<file path="src/rtl/execucao.sv">
// rtl/execucao.sv - MIPS execute stage: registered ALU result, store data and memory control
//
// Purpose:
//    Accepts one instruction when in_valid && !stall and computes its ALU result.
//    The result, the store data and the memory control bits are registered and
//    handed to the memory stage. Single-cycle operations complete one cycle after
//    accept. With EXECUCAO_MULDIV_EN defined, MULTU/DIVU run iteratively for 32
//    cycles (stall held high) and write their upper/remainder word to HI. MFHI
//    reads HI.
//
// Configuration macro: EXECUCAO_MULDIV_EN (undefined: no HI, no BUSY, stall = 0)
//
// Ports:
//    clk, rst                         clock, synchronous active-high reset
//    in_valid                         upstream instruction present
//    aluop[3:0]                       operation select
//    valor1[31:0], valor2_in[31:0]    operands A (rs) and B / store data (rt)
//    shamt[4:0]                       shift amount for SLL/SRL
//    memwrite_in/memread_in/memtoreg_in  control bits passed through
//    aluresult[31:0], valor2[31:0]    registered result / address and store data
//    memwrite/memread/memtoreg        registered control (memwrite only with out_valid)
//    zero                             registered aluresult == 0
//    out_valid                        one-cycle pulse per completed instruction
//    stall                            multi-cycle op in progress, upstream holds

module execucao (
   input  logic        clk,
   input  logic        rst,
   input  logic        in_valid,
   input  logic [3:0]  aluop,
   input  logic [31:0] valor1,
   input  logic [31:0] valor2_in,
   input  logic [4:0]  shamt,
   input  logic        memwrite_in,
   input  logic        memread_in,
   input  logic        memtoreg_in,
   output logic [31:0] aluresult,
   output logic [31:0] valor2,
   output logic        memwrite,
   output logic        memread,
   output logic        memtoreg,
   output logic        zero,
   output logic        out_valid,
   output logic        stall
);

   localparam logic [3:0] OP_AND   = 4'b0000;
   localparam logic [3:0] OP_OR    = 4'b0001;
   localparam logic [3:0] OP_ADD   = 4'b0010;
   localparam logic [3:0] OP_SUB   = 4'b0110;
   localparam logic [3:0] OP_SLT   = 4'b0111;
   localparam logic [3:0] OP_NOR   = 4'b1100;
   localparam logic [3:0] OP_SLL   = 4'b1000;
   localparam logic [3:0] OP_SRL   = 4'b1001;
`ifdef EXECUCAO_MULDIV_EN
   localparam logic [3:0] OP_MULTU = 4'b1010;
   localparam logic [3:0] OP_DIVU  = 4'b1011;
   localparam logic [3:0] OP_MFHI  = 4'b1101;
`endif

   logic        accept;
   logic [31:0] alu_result;

   assign accept = in_valid && !stall;

`ifdef EXECUCAO_MULDIV_EN
   typedef enum logic {IDLE, BUSY} state_t;

   state_t      state, state_nxt;
   logic [4:0]  cnt;
   logic [31:0] hi;
   logic        is_div;
   // Shared iteration registers: acc_hi is the partial product upper word or the
   // running remainder; acc_lo is the multiplier/product low word or the
   // dividend/quotient; opnd is the multiplicand or the divisor.
   logic [31:0] acc_hi, acc_lo, opnd;
   logic [31:0] pend_valor2;
   logic        pend_memwrite, pend_memread, pend_memtoreg;
   logic        start_md;
   logic        last_iter;

   logic [32:0] mul_sum;
   logic [32:0] rem_sh;
   logic [32:0] div_diff;
   logic [31:0] step_hi, step_lo;

   assign start_md  = accept && (aluop == OP_MULTU || aluop == OP_DIVU);
   assign last_iter = (state == BUSY) && (cnt == 5'd31);
   assign stall     = (state == BUSY);

   // One shift-add or restoring-divide step. With a zero divisor the
   // subtraction never goes negative, so the quotient fills with ones and the
   // remainder ends up equal to the dividend without any special case.
   always_comb begin
      mul_sum  = {1'b0, acc_hi} + (acc_lo[0] ? {1'b0, opnd} : 33'd0);
      rem_sh   = {acc_hi, acc_lo[31]};
      div_diff = rem_sh - {1'b0, opnd};
      step_hi  = 32'd0;
      step_lo  = 32'd0;
      if (is_div) begin
         if (!div_diff[32]) begin
            step_hi = div_diff[31:0];
            step_lo = {acc_lo[30:0], 1'b1};
         end else begin
            step_hi = rem_sh[31:0];
            step_lo = {acc_lo[30:0], 1'b0};
         end
      end else begin
         step_hi = mul_sum[32:1];
         step_lo = {mul_sum[0], acc_lo[31:1]};
      end
   end

   always_ff @(posedge clk) begin
      if (rst) state <= IDLE;
      else     state <= state_nxt;
   end

   always_comb begin
      state_nxt = state;
      case (state)
         IDLE: if (start_md) state_nxt = BUSY;
         BUSY: if (cnt == 5'd31) state_nxt = IDLE;
         default: state_nxt = IDLE;
      endcase
   end
`else
   assign stall = 1'b0;
`endif

   always_comb begin
      alu_result = 32'd0;
      case (aluop)
         OP_AND:   alu_result = valor1 & valor2_in;
         OP_OR:    alu_result = valor1 | valor2_in;
         OP_ADD:   alu_result = valor1 + valor2_in;
         OP_SUB:   alu_result = valor1 - valor2_in;
         OP_SLT:   alu_result = ($signed(valor1) < $signed(valor2_in)) ? 32'd1 : 32'd0;
         OP_NOR:   alu_result = ~(valor1 | valor2_in);
         OP_SLL:   alu_result = valor2_in << shamt;
         OP_SRL:   alu_result = valor2_in >> shamt;
`ifdef EXECUCAO_MULDIV_EN
         OP_MFHI:  alu_result = hi;
`endif
         default:  alu_result = 32'd0;
      endcase
   end

   always_ff @(posedge clk) begin
      if (rst) begin
         aluresult <= 32'd0;
         valor2    <= 32'd0;
         memwrite  <= 1'b0;
         memread   <= 1'b0;
         memtoreg  <= 1'b0;
         zero      <= 1'b1;
         out_valid <= 1'b0;
`ifdef EXECUCAO_MULDIV_EN
         cnt           <= 5'd0;
         hi            <= 32'd0;
         is_div        <= 1'b0;
         acc_hi        <= 32'd0;
         acc_lo        <= 32'd0;
         opnd          <= 32'd0;
         pend_valor2   <= 32'd0;
         pend_memwrite <= 1'b0;
         pend_memread  <= 1'b0;
         pend_memtoreg <= 1'b0;
`endif
      end else begin
         // memwrite only ever lives for the out_valid cycle
         out_valid <= 1'b0;
         memwrite  <= 1'b0;
`ifdef EXECUCAO_MULDIV_EN
         if (start_md) begin
            cnt           <= 5'd0;
            is_div        <= (aluop == OP_DIVU);
            acc_hi        <= 32'd0;
            acc_lo        <= valor1;
            opnd          <= valor2_in;
            pend_valor2   <= valor2_in;
            pend_memwrite <= memwrite_in;
            pend_memread  <= memread_in;
            pend_memtoreg <= memtoreg_in;
         end else if (accept) begin
`else
         if (accept) begin
`endif
            aluresult <= alu_result;
            zero      <= (alu_result == 32'd0);
            valor2    <= valor2_in;
            memwrite  <= memwrite_in;
            memread   <= memread_in;
            memtoreg  <= memtoreg_in;
            out_valid <= 1'b1;
         end
`ifdef EXECUCAO_MULDIV_EN
         else if (state == BUSY) begin
            acc_hi <= step_hi;
            acc_lo <= step_lo;
            cnt    <= cnt + 5'd1;
            if (last_iter) begin
               aluresult <= step_lo;
               zero      <= (step_lo == 32'd0);
               hi        <= step_hi;
               valor2    <= pend_valor2;
               memwrite  <= pend_memwrite;
               memread   <= pend_memread;
               memtoreg  <= pend_memtoreg;
               out_valid <= 1'b1;
            end
         end
`endif
      end
   end

endmodule

</file>
<file path="config.mk">
export PLATFORM = sky130hd
export DESIGN_NAME = execucao
export DESIGN_NICKNAME = d
export VERILOG_FILES = /design/src/rtl/execucao.sv
export SDC_FILE = /design/constraint.sdc
export NUM_CORES = 1
export LEC_CHECK = 0
export CAP_MARGIN = 5
export CELL_PAD_IN_SITES_DETAIL_PLACEMENT = 1
export CELL_PAD_IN_SITES_GLOBAL_PLACEMENT = 1
export CORE_MARGIN = 1.5
export CORE_UTILIZATION = 46
export CTS_CLUSTER_SIZE = 30
export DETAILED_ROUTE_END_ITERATION = 8
export PLACE_DENSITY = 0.95
export SETUP_SLACK_MARGIN = 0.1
export SLEW_MARGIN = 20
export SYNTH_ARGS = -nofsm -noshare
export SYNTH_HDL_FRONTEND = slang
export SYNTH_SLANG_ARGS = --single-unit
</file>
<file path="constraint.sdc">
create_clock -name clk -period 8.9 [get_ports clk]
set_input_delay 1.335 -clock clk [delete_from_list [all_inputs] [get_ports clk]]
set_output_delay 1.335 -clock clk [all_outputs]
set_load 0.02 [all_outputs]
</file>
==> results of run 1 <==
cell families after synthesis:
| logic type | Yosys count |
|---|---|
| other | 1 |
| adders and majority gates | 103 |
| and+or+nand+nor | 522 |
| muxes | 176 |
| buffers and inverters | 247 |
| xor gates and xnor gates | 14 |
| AOI/OAI and AO/OA | 525 |
| DFF | 69 |
metrics by stage:
step           setup slack [ns]  cells  hold slack (ns)  utilization (%)  area, um2
4_1_cts                    2.96   2040            0.501             53.8      14100
2_1_floorplan              4.40   1657            0.548                -      12400
3_5_place_dp               2.70   2024            0.487             52.5      13800
3_3_place_gp               2.72   2024            0.464             52.5      13800
5_1_grt                    2.68   2040            0.528             53.8      14100
6_report                   2.71   2041            0.499             53.8      14100
layout by cell type (no fill, tap or decap), drive strengths merged, types with 8 or more instances in the layout:
master / n
o22ai: 32
mux2: 29
o22a: 18
dfxtp: 69
nand4: 14
nor2b: 28
o211ai: 27
clkbuf: 10
a21o: 18
nand3: 39
buf: 38
a21oi: 92
or3: 10
clkdlybuf4s50: 140
mux2i: 116
a211oi: 42
nor4: 20
xnor2: 14
o211a: 9
a311oi: 9
nand2b: 12
o2111ai: 8
and3: 10
nor2: 196
a31oi: 13
o32ai: 10
mux4: 31
a22oi: 40
o21ai: 86
o221ai: 16
a221oi: 9
o21a: 15
nor3: 36
ha: 101
o31ai: 8
or2: 13
nand2: 115
inv: 101
cell type report:
class,instances,area [um2]
diodes,1,2.50
multi-input cells,1341,9940
clock inverters,6,92.6
repair buffers,178,1670
fillers,3242,12200
clock buffers,10,239
well taps,335,419
inverters,101,379
flip-flops and latches,69,1380
where the power goes:
part,switching [W],internal (W)
sequential,0.0000150,0.000330
combinational,0.000573,0.000303
clock,0.000167,0.000255
worst register-to-register path: cells and delay by family, from the launching register on:
family / cells / cell delay, ns
AND/OR/NAND/NOR: 1 / 0.12
flip-flops: 1 / 0.35
AO/OA/AOI/OAI: 1 / 0.80
flip-flops by register name, summed over array words and instances (netlist names):
name	flops
aluresult	32
valor2	32
memread	1
memtoreg	1
memwrite	1
out_valid	1
zero	1
layer usage:
metal	global-route usage [%]	wire (um)	vias to the layer above
met5	0	0	-
met4	33.1	5860	0
met3	11.5	7430	365
met2	72.1	28700	1174
met1	56.5	25100	7352
li1	-	-	6268
worst paths after layout:
check,from,endpoint
hold reg to reg,valor2[10]$_SDFFE_PP0P_,valor2[10]$_SDFFE_PP0P_
setup reg to reg,aluresult[21]$_SDFFE_PP0P_,aluresult[21]$_SDFFE_PP0P_
hold / removal,valor2[10]$_SDFFE_PP0P_,valor2[10]$_SDFFE_PP0P_
setup / recovery,valor2_in[19],zero$_SDFFE_PP1P_
==> implementation parameters, run 1 <==
Parameter                              Value

Setup path
  Kind of critical path ... input pin to flop
  Logic depth of the worst setup path including buffers ... 14
  Slowest-stage cell, CP ... sky130_fd_sc_hd__clkdlybuf4s50_1
  Critical Path AT ... between 6 and 7 ns
  Reg-to-reg slack, setup ... 7.44 ns
  Top cell family by delay on the critical path ... compound AO/OA/AOI/OAI gates
  Count of cells along the worst register-to-register path ... 2
  Required time at the endpoint of the critical path ... between 9 and 10 ns
  Longest individual stage delay on the worst path ... 1.25 ns
  Critical path buffers and inverters ... 2
  CP endpoint kind ... flop
  Worst Setup Start Kind ... input pin
  Critical-path maximum fanout ... 12
  Critical-path cell list ... clkdlybuf4s50_1, inv_1, ha_1, nor2_1, o21ai_0, a2111oi_0, a2111oi_0, o21ai_0, a211oi_1, a211oi_1, nand3_1, nor4_2, nand4_1, o41ai_2

Yosys
  Mean area per synthesized cell ... 7.49 um2
  Most frequently used flop master after synthesis ... sky130_fd_sc_hd__dfxtp_1
  Combinational family with the most area after synthesis ... compound AO/OA/AOI/OAI gates
  Flip-flop and latch count after synthesis ... just under 70
  Adder and majority cell fraction of the synthesized area ... a little over a tenth
  Area contributors post-synth ... sky130_fd_sc_hd__dfxtp_1 (11%), sky130_fd_sc_hd__ha_1 (10%), sky130_fd_sc_hd__mux2i_1 (9.4%)
  Post-synthesis share of cell area spent on xor and xnor gates ... less than 1%
  Share of synthesized registers carrying an async set or reset ... 0%
  Post-synthesis cell type with the largest combined area ... sky130_fd_sc_hd__dfxtp_1
  Most frequently used cell type in the post-synthesis netlist ... sky130_fd_sc_hd__nor2_1
  Area of the mapped netlist ... between 0.01 and 0.015 mm2
  Area share of and/or/nand/nor cells after synthesis ... between 20% and 30%
  Mapped Nets ... approximately 1,800
  Top cells by instance count after synthesis ... sky130_fd_sc_hd__nor2_1 (195), sky130_fd_sc_hd__mux2i_1 (116), sky130_fd_sc_hd__nand2_1 (114)
  Top cell type's share of synthesized area ... between 10% and 20%
  Post-synthesis sequential area ratio ... about 11%
  Post-synth EDFFs ... 0
  Compound-cell area share of the yosys netlist ... ~30%
  Synth cell types ... 98
  Synth warnings ... 0
  Multiplexer share of the synthesized area ... between 10% and 20%
  Number of instances in the synthesized netlist ... roughly 1,700

Die
  Horizontal extent of the die ... 167 um
  Floorplan core area ... 0.0263 mm2
  Ports ... 149
  Height of the die ... ~170 um
  Die footprint ... between 0.02 and 0.03 mm2
  Num rows ... 59
  Starting density of the core ... 47.2%

Timing
  Fmax ... ~160 MHz
  Transition time of the tightest slew-check pin ... about 1.2 ns
  Final Cycle Share ... ~70%
  Final-report max-slew violation count ... 0
  Sum Neg Setup Slack ... 0 ns
  Worst clock skew ... 0 ns
  Count of final hold-check violations ... 0
  Min Tclk post-route ... 6.19 ns
  Worst relative slew slack ... ~22%
  RSZ-0062 raised after global routing ... false
  Final setup violating endpoints ... 0

CTS
  Clock transition at the registers of the reported paths ... roughly 0.060 ns
  Post_cts resized ... 0
  Total clock buffers created by CTS ... 9
  Clock insertion delay at the later pin of the skew report ... approximately 0.35 ns
  Sink count of the clock tree ... 69
  Maximum number of buffers from clock root to sink ... 2
  Maximum level of the CTS H-tree ... 3
  Number of hold buffers added after CTS ... 0
  CTS tree ... built
  Root buffer cell ... sky130_fd_sc_hd__clkbuf_16
  Post-CTS Repair Setup Buffers ... 0

Power and ir drop
  Power per cell area ... between 100 and 150 mW/mm2
  Lkg Pwr ... roughly 5.8 nW
  Post-layout power ... ~0.0016 W
  Peak supply drop ... a little over 0.09 mV

Drt
  Remaining number of nets flagged by the antenna check after routing ... 0
  Violation count after the first detailed-route iteration ... around 2,100
  Number of DRC violations after detailed routing ... 0
  Overall routed net length ... approximately 67 mm
  Routed wire per std cell ... 32.9 um
  Routed via count divided by cell count ... about 7.4
  First-pass iteration count of the detailed router ... 6
  Total vias in the final route ... around 15,000

Placement
  Number of buffers inserted by port buffering ... between 100 and 150
  RD Place Congestion ... between 1 and 1.5
  Dpl hpwl ... a little over 50 mm

Run
  Number of maximum-capacitance constraint violations ... 0

Global routing
  Total global-route track usage ... between 40% and 50%
  Number of antenna violations at the first check in global routing ... 1
  Remaining Overflow, GRT ... 0
  First-pass GRT wire length ... slightly below 100 mm
  Via count of the first global-routing pass ... ~15,000
  Largest net degree at the start of global routing ... 68

Cells and area
  Fraction of final layout cells sized beyond drive strength 1 ... about 8.6%
  NumNets Final ... roughly 1,900
  Area growth, synth to finish ... 13.9%

Hold path
  Path category of the worst min-delay check ... flop to flop
  Cell count of the worst hold path ... 2

Outcome
  Run status ... complete, no violations
(Power assumes the default switching activity.)
==> inputs of run 2 (changes only) <==
--- a/config.mk
+++ b/config.mk
@@ -9,10 +9,10 @@
 export CELL_PAD_IN_SITES_DETAIL_PLACEMENT = 1
 export CELL_PAD_IN_SITES_GLOBAL_PLACEMENT = 1
 export CORE_MARGIN = 1.5
-export CORE_UTILIZATION = 46
+export CORE_UTILIZATION = 43
 export CTS_CLUSTER_SIZE = 30
 export DETAILED_ROUTE_END_ITERATION = 8
-export PLACE_DENSITY = 0.95
+export PLACE_DENSITY = 0.91
 export SETUP_SLACK_MARGIN = 0.1
 export SLEW_MARGIN = 20
 export SYNTH_ARGS = -nofsm -noshare
==> constraint.sdc (replaced) <==
create_clock -name clk -period 5.9 [get_ports clk]
set_input_delay 0.885 -clock clk [delete_from_list [all_inputs] [get_ports clk]]
set_output_delay 0.885 -clock clk [all_outputs]
set_load 0.02 [all_outputs]
==> implementation parameters, run 2 (synthesis results as in run 1) <==
Parameter                              Value

CTS
  Root buffer cell ... sky130_fd_sc_hd__clkbuf_16 (unchanged)
  Number of hold buffers added after CTS ... 0 (unchanged)
  Clock transition at the registers of the reported paths ... 0.06 ns (about the same)
  Total clock buffers created by CTS ... 9 (unchanged)
  Clock insertion delay at the later pin of the skew report ... 0.37 ns (was 0.35 ns)
  CTS tree ... built (unchanged)
  Maximum level of the CTS H-tree ... 3 (unchanged)
  Post_cts resized ... 0 (unchanged)
  Maximum number of buffers from clock root to sink ... 2 (unchanged)
  Post-CTS Repair Setup Buffers ... 0 (unchanged)
  Sink count of the clock tree ... 69 (unchanged)

Cells and area
  Top Registers ... aluresult x32, valor2 x32 (unchanged)
  Fraction of final layout cells sized beyond drive strength 1 ... 11.1% (was 8.56%)
  Most common cell after layout, fill and taps aside ... sky130_fd_sc_hd__nor2_1 (unchanged)
  Number of fill cells in the layout ... 3,532 (was 3,242)
  Area growth, synth to finish ... 17.4% (was 13.9%)
  Most frequent cells in the layout ... sky130_fd_sc_hd__nor2_1 (194), sky130_fd_sc_hd__clkdlybuf4s50_1 (141), sky130_fd_sc_hd__mux2i_1 (116), sky130_fd_sc_hd__nand2_1 (114), sky130_fd_sc_hd__ha_1 (101) (was sky130_fd_sc_hd__nor2_1 (194), sky130_fd_sc_hd__clkdlybuf4s50_1 (140), sky130_fd_sc_hd__mux2i_1 (116), sky130_fd_sc_hd__nand2_1 (114), sky130_fd_sc_hd__ha_1 (101))
  NumNets Final ... 1,933 (was 1,882)
  Final core area utilization ... 51.9% (was 53.8%)

Timing
  Worst Hold Slack ... 0.492 ns (was 0.499 ns)
  Transition time of the tightest slew-check pin ... 1.11 ns (was 1.16 ns)
  Sum Neg Setup Slack ... 0 ns (unchanged)
  PnR worst setup slack ... 0.783 ns (was 2.71 ns)
  Fmax ... a little under 200 MHz
  Final-report max-slew violation count ... 0 (unchanged)
  Count of final hold-check violations ... 0 (unchanged)
  Worst clock skew ... 0 ns (unchanged)
  Worst relative slew slack ... 24.1% (was 22.1%)
  RSZ-0062 raised after global routing ... false (unchanged)
  Min Tclk post-route ... 5.12 ns
  Final Cycle Share ... 86.7%
  Final setup violating endpoints ... 0 (unchanged)

Setup path
  Top cell family by delay on the critical path ... compound AO/OA/AOI/OAI gates (unchanged)
  Count of cells along the worst register-to-register path ... 2 (unchanged)
  Logic depth of the worst setup path including buffers ... 14 (unchanged)
  Critical path buffers and inverters ... 2 (unchanged)
  Slowest-stage cell, CP ... sky130_fd_sc_hd__clkdlybuf4s50_1 (unchanged)
  CP endpoint kind ... flop (unchanged)
  Longest individual stage delay on the worst path ... 0.76 ns (was 1.25 ns)
  Critical Path AT ... 5.39 ns (was 6.45 ns)
  Required time at the endpoint of the critical path ... 6.17 ns (was 9.16 ns)
  Kind of critical path ... input pin to flop (unchanged)
  Worst Setup Start Kind ... input pin (unchanged)
  Critical-path maximum fanout ... 10 (was 12)
  Library cell appearing most often on the critical path ... sky130_fd_sc_hd__o41ai_2
  Critical-path cell list ... clkdlybuf4s50_1, inv_1, ha_1, a211oi_1, o31ai_2, a221oi_2, o41ai_2, o31ai_1, o22ai_1, o21ai_0, nand3_1, nor3_1, nand4_1, o41ai_2 (was clkdlybuf4s50_1, inv_1, ha_1, nor2_1, o21ai_0, a2111oi_0, a2111oi_0, o21ai_0, a211oi_1, a211oi_1, nand3_1, nor4_2, nand4_1, o41ai_2)

Placement
  Dpl hpwl ... 52.7 mm (was 50.4 mm)
  Number of buffers inserted by port buffering ... 147 (unchanged)
  Setup slack at placement ... 0.559 ns (was 2.70 ns)
  RD Place Congestion ... 1.12 (was 1.07)

Global routing
  Number of antenna violations at the first check in global routing ... 3 (was 1)
  Largest net degree at the start of global routing ... 68 (unchanged)
  Remaining Overflow, GRT ... 0 (unchanged)
  Total global-route track usage ... 43.5% (was 46.5%)
  First-pass GRT wire length ... 98.0 mm (about the same)
  Via count of the first global-routing pass ... 14,870 (was 14,904)

Drt
  Routed via count divided by cell count ... 6.99 (was 7.43)
  First-pass iteration count of the detailed router ... 7 (was 6)
  Routed wire per std cell ... 31.3 um (was 32.9 um)
  Violation count after the first detailed-route iteration ... 1,815 (was 2,132)
  Overall routed net length ... 66.8 mm (was 67.1 mm)
  Remaining number of nets flagged by the antenna check after routing ... 0 (unchanged)
  Total vias in the final route ... 14,923 (was 15,159)
  Number of DRC violations after detailed routing ... 0 (unchanged)

Run
  Number of maximum-capacitance constraint violations ... 0 (unchanged)

Die
  Horizontal extent of the die ... 173 um (was 167 um)
  Ports ... 149 (unchanged)
  Height of the die ... 173 um (was 167 um)
  Floorplan core area ... 0.0281 mm2 (was 0.0263 mm2)
  Die footprint ... 0.0299 mm2 (was 0.0280 mm2)
  Num rows ... 61 (was 59)
  Starting density of the core ... 44.2% (was 47.2%)

Power and ir drop
  Power per cell area ... 165 mW/mm2 (was 116 mW/mm2)
  Peak supply drop ... 0.178 mV (was 0.0918 mV)
  Lkg Pwr ... 6.04 nW (was 5.81 nW)

Hold path
  Cell count of the worst hold path ... 1 (was 2)
  Path category of the worst min-delay check ... flop to flop (unchanged)

Outcome
  Run status ... complete, no violations (unchanged)
## run 2: cell count changes in the layout (fill, tap and decap cells not counted)
cell	previous run	this run
sky130_fd_sc_hd__buf_2	5	4
sky130_fd_sc_hd__clkdlybuf4s50_1	140	141
sky130_fd_sc_hd__clkinv_2	0	1
sky130_fd_sc_hd__inv_6	2	1
sky130_fd_sc_hd__bufinv_16	2	0
sky130_fd_sc_hd__buf_12	0	4
sky130_fd_sc_hd__buf_4	33	80
sky130_fd_sc_hd__clkinvlp_4	2	3
## run 2: path summary, 6_finish.rpt
| check | slack [ns] | startpoint | to |
|---|---|---|---|
| max reg2reg | 5.05 | aluresult[2]$_SDFFE_PP0P_ | aluresult[2]$_SDFFE_PP0P_ |
| max | 0.78 | valor2_in[2] | zero$_SDFFE_PP1P_ |
| min | 0.49 | aluresult[25]$_SDFFE_PP0P_ | aluresult[25]$_SDFFE_PP0P_ |
| min reg2reg | 0.49 | aluresult[25]$_SDFFE_PP0P_ | aluresult[25]$_SDFFE_PP0P_ |
## run 2: cell type report
cell class,count,area (um2),share of cell area (%)
clock buffers,10,239,1.64
inverters,101,379,2.60
clock inverters,5,36.3,0.249
repair buffers,229,2110,14.5
multi-input cells,1341,9940,68.3
well taps,378,473,3.25
flip-flops and latches,69,1380,9.48
diodes,1,2.50,0.0172
## run 2: metal layers
metal,part of all wire [%],up-vias,GRT usage (%)
li1,-,6387,-
met1,39,7288,52.0
met2,44,976,69.4
met3,9.1,272,9.70
met4,8.3,0,30.8
met5,0,-,0
## run 2: stage by stage
stage | cell area, um2 | instances | power, W
6_report | 14600 | 2134 | 0.00240
3_3_place_gp | 14300 | 2118 | 0.00179
4_1_cts | 14600 | 2133 | 0.00236
2_1_floorplan | 12400 | 1657 | 0.00130
5_1_grt | 14600 | 2133 | 0.00248
3_5_place_dp | 14300 | 2118 | 0.00181
## run 2: where the power goes
part	leakage (nW)	internal (W)	switching, W
sequential	0.570	0.000499	0.0000221
combinational	5.34	0.000486	0.000847
clock	0.127	0.000294	0.000250
total	6.04	0.00128	0.00112
==> inputs of run 3 (changes only) <==
--- a/config.mk
+++ b/config.mk
@@ -10,10 +10,11 @@
 export CELL_PAD_IN_SITES_GLOBAL_PLACEMENT = 1
 export CORE_MARGIN = 1.5
 export CORE_UTILIZATION = 43
-export CTS_CLUSTER_SIZE = 30
+export CTS_BUF_LIST = sky130_fd_sc_hd__clkbuf_8
+export CTS_CLUSTER_SIZE = 14
 export DETAILED_ROUTE_END_ITERATION = 8
 export PLACE_DENSITY = 0.91
-export SETUP_SLACK_MARGIN = 0.1
+export SETUP_SLACK_MARGIN = 0.15
 export SLEW_MARGIN = 20
 export SYNTH_ARGS = -nofsm -noshare
 export SYNTH_HDL_FRONTEND = slang
==> implementation parameters, run 3 (synthesis results as in run 1) <==
Parameter                              Value

Timing
  Fmax ... 195 MHz (about the same)
  Final setup violating endpoints ... 0 (unchanged)
  Transition time of the tightest slew-check pin ... 1.15 ns (was 1.11 ns)
  Worst relative slew slack ... 22.3% (was 24.1%)
  RSZ-0062 raised after global routing ... false (unchanged)
  Final Cycle Share ... 86.9% (was 86.7%)
  Final-report max-slew violation count ... 0 (unchanged)
  Sum Neg Setup Slack ... 0 ns (unchanged)
  Min Tclk post-route ... 5.13 ns (was 5.12 ns)
  Worst clock skew ... 0 ns (unchanged)
  Count of final hold-check violations ... 0 (unchanged)

Setup path
  Critical-path cell list ... clkdlybuf4s50_1, inv_1, ha_1, or3_1, a211oi_2, a2111oi_2, o41ai_2, nor3b_2, nor4_1, or3_1, a21oi_1, nand2b_1, o41ai_2 (was clkdlybuf4s50_1, inv_1, ha_1, a211oi_1, o31ai_2, a221oi_2, o41ai_2, o31ai_1, o22ai_1, o21ai_0, nand3_1, nor3_1, nand4_1, o41ai_2)
  Critical Path AT ... 5.44 ns (was 5.39 ns)
  Critical-path maximum fanout ... 12 (was 10)
  Required time at the endpoint of the critical path ... 6.21 ns (was 6.17 ns)
  Origin of the critical flop-to-flop path ... aluresult[2]$_SDFFE_PP0P_ (unchanged)
  Worst Setup Start Kind ... input pin (unchanged)
  Top cell family by delay on the critical path ... compound AO/OA/AOI/OAI gates (unchanged)
  Count of cells along the worst register-to-register path ... 2 (unchanged)
  Kind of critical path ... input pin to flop (unchanged)
  Reg-to-reg slack, setup ... 5.00 ns (was 5.05 ns)
  CP endpoint kind ... flop (unchanged)
  Slowest-stage cell, CP ... sky130_fd_sc_hd__clkdlybuf4s50_1 (unchanged)
  Longest individual stage delay on the worst path ... 0.82 ns (was 0.76 ns)
  Capture point of the worst reg-to-reg path ... aluresult[2]$_SDFFE_PP0P_ (unchanged)
  Critical path buffers and inverters ... 2 (unchanged)
  Logic depth of the worst setup path including buffers ... 13 (was 14)

Die
  Floorplan core area ... 0.0281 mm2 (unchanged)
  Starting density of the core ... 44.2% (unchanged)
  Num rows ... 61 (unchanged)
  Ports ... 149 (unchanged)
  Horizontal extent of the die ... 173 um (unchanged)
  Height of the die ... 173 um (unchanged)
  Die footprint ... 0.0299 mm2 (unchanged)

Drt
  Routed wire per std cell ... 31.3 um (about the same)
  Overall routed net length ... 66.8 mm (about the same)
  First-pass iteration count of the detailed router ... 6 (was 7)
  Violation count after the first detailed-route iteration ... 1,844 (was 1,815)
  Remaining number of nets flagged by the antenna check after routing ... 0 (unchanged)
  Total vias in the final route ... 14,884 (was 14,923)
  Routed via count divided by cell count ... 6.98 (was 6.99)
  Number of DRC violations after detailed routing ... 0 (unchanged)

Outcome
  Run status ... complete, no violations (unchanged)

Power and ir drop
  Power per cell area ... 155 mW/mm2 (was 165 mW/mm2)
  Lkg Pwr ... 5.99 nW (was 6.04 nW)
  Peak supply drop ... 0.148 mV (was 0.178 mV)
  Post-layout power ... 0.00224 W (was 0.00240 W)

Cells and area
  Most common cell after layout, fill and taps aside ... sky130_fd_sc_hd__nor2_1 (unchanged)
  Top Registers ... aluresult x32, valor2 x32 (unchanged)
  Cell Count, Final, Fillers Out ... 2,133 (was 2,134)
  Antenna diodes ... 0 (was 1)
  Number of fill cells in the layout ... 3,550 (was 3,532)
  NumNets Final ... 1,933 (unchanged)
  Fraction of final layout cells sized beyond drive strength 1 ... 11.1% (unchanged)
  Area growth, synth to finish ... 16.6% (was 17.4%)
  Most frequent cells in the layout ... sky130_fd_sc_hd__nor2_1 (194), sky130_fd_sc_hd__clkdlybuf4s50_1 (141), sky130_fd_sc_hd__mux2i_1 (116), sky130_fd_sc_hd__nand2_1 (114), sky130_fd_sc_hd__ha_1 (101) (unchanged)
  Storage element area ... 0.00138 mm2 (unchanged)
  Area of the multi-input gates ... 0.00994 mm2 (unchanged)

Global routing
  Total global-route track usage ... 43.6% (was 43.5%)
  Via count of the first global-routing pass ... 14,845 (was 14,870)
  Number of antenna violations at the first check in global routing ... 2 (was 3)
  First-pass GRT wire length ... 98.2 mm (was 98.0 mm)
  Largest net degree at the start of global routing ... 68 (unchanged)
  Remaining Overflow, GRT ... 0 (unchanged)

CTS
  Sink count of the clock tree ... 69 (unchanged)
  Total clock buffers created by CTS ... 9 (unchanged)
  Maximum level of the CTS H-tree ... 3 (unchanged)
  CTS tree ... built (unchanged)
  Clock transition at the registers of the reported paths ... 0.09 ns (was 0.06 ns)
  Maximum number of buffers from clock root to sink ... 2 (unchanged)
  Root buffer cell ... sky130_fd_sc_hd__clkbuf_8 (was sky130_fd_sc_hd__clkbuf_16)
  Post_cts resized ... 0 (unchanged)
  Post-CTS Repair Setup Buffers ... 0 (unchanged)
  Number of hold buffers added after CTS ... 0 (unchanged)
  Clock insertion delay at the later pin of the skew report ... 0.41 ns (was 0.37 ns)

Placement
  Dpl hpwl ... 52.7 mm (unchanged)
  Number of buffers inserted by port buffering ... 147 (unchanged)
  RD Place Congestion ... 1.12 (unchanged)
  Inst Count DP ... 2,118 (unchanged)

Hold path
  Endpoint of the worst hold path ... aluresult[15]$_SDFFE_PP0P_ (was aluresult[25]$_SDFFE_PP0P_)
  Path category of the worst min-delay check ... flop to flop (unchanged)
  Cell count of the worst hold path ... 2 (was 1)
  Worst Min Path Start ... aluresult[15]$_SDFFE_PP0P_ (was aluresult[25]$_SDFFE_PP0P_)

Run
  Number of maximum-capacitance constraint violations ... 0 (unchanged)
## run 3: cell types whose count changed in the layout (fill, tap and decap cells not counted), sizes merged
cell and delta:
diode -1
## run 3: metal layers
layer | up-vias | track usage (%) | share of wire [%]
met1 | 7270 | 52.5 | 38
li1 | 6384 | - | -
met4 | 0 | 29.3 | 8.3
met3 | 259 | 9.01 | 9.2
met5 | - | 0 | 0
met2 | 971 | 70.0 | 44
## run 3: worst max path at each step
stage	slack [ns]	end	from
2_1_floorplan	1.85	zero$_SDFFE_PP1P_	valor2_in[6]
3_3_place_gp	0.61	zero$_SDFFE_PP1P_	valor2_in[11]
3_5_place_dp	0.56	zero$_SDFFE_PP1P_	valor2_in[11]
4_1_cts	0.91	zero$_SDFFE_PP1P_	valor2_in[8]
5_1_grt	0.58	zero$_SDFFE_PP1P_	valor2_in[6]
6_report	0.77	zero$_SDFFE_PP1P_	valor2_in[8]
## run 3: stage by stage
step	instance area, um2	util [%]	worst slack (ns)	hold WS [ns]
CTS	14500	51.5	0.914	0.501
detailed placement	14300	50.9	0.559	0.481
finish	14500	51.5	0.771	0.497
global route	14500	51.5	0.579	0.518
global placement	14300	50.9	0.613	0.465
floorplan	12400	-	1.85	0.548
## run 3: final cells by class
cell class,count,area share [%]
inverters,101,2.62
repair buffers,229,14.6
well taps,378,3.27
multi-input cells,1341,68.7
flip-flops and latches,69,9.55
clock inverters,5,0.251
clock buffers,10,0.952
## run 3: report_power, final
| group | internal, W | leakage [nW] | switching (W) |
|---|---|---|---|
| combinational | 0.000486 | 5.34 | 0.000848 |
| clock | 0.000162 | 0.0808 | 0.000227 |
| sequential | 0.000498 | 0.570 | 0.0000221 |
## run 3: worst min-delay path, stage by stage (launching register included)
cell	delay [ns]
sky130_fd_sc_hd__dfxtp_1	0.32
sky130_fd_sc_hd__nor2_1	0.08
sky130_fd_sc_hd__a211oi_1	0.05
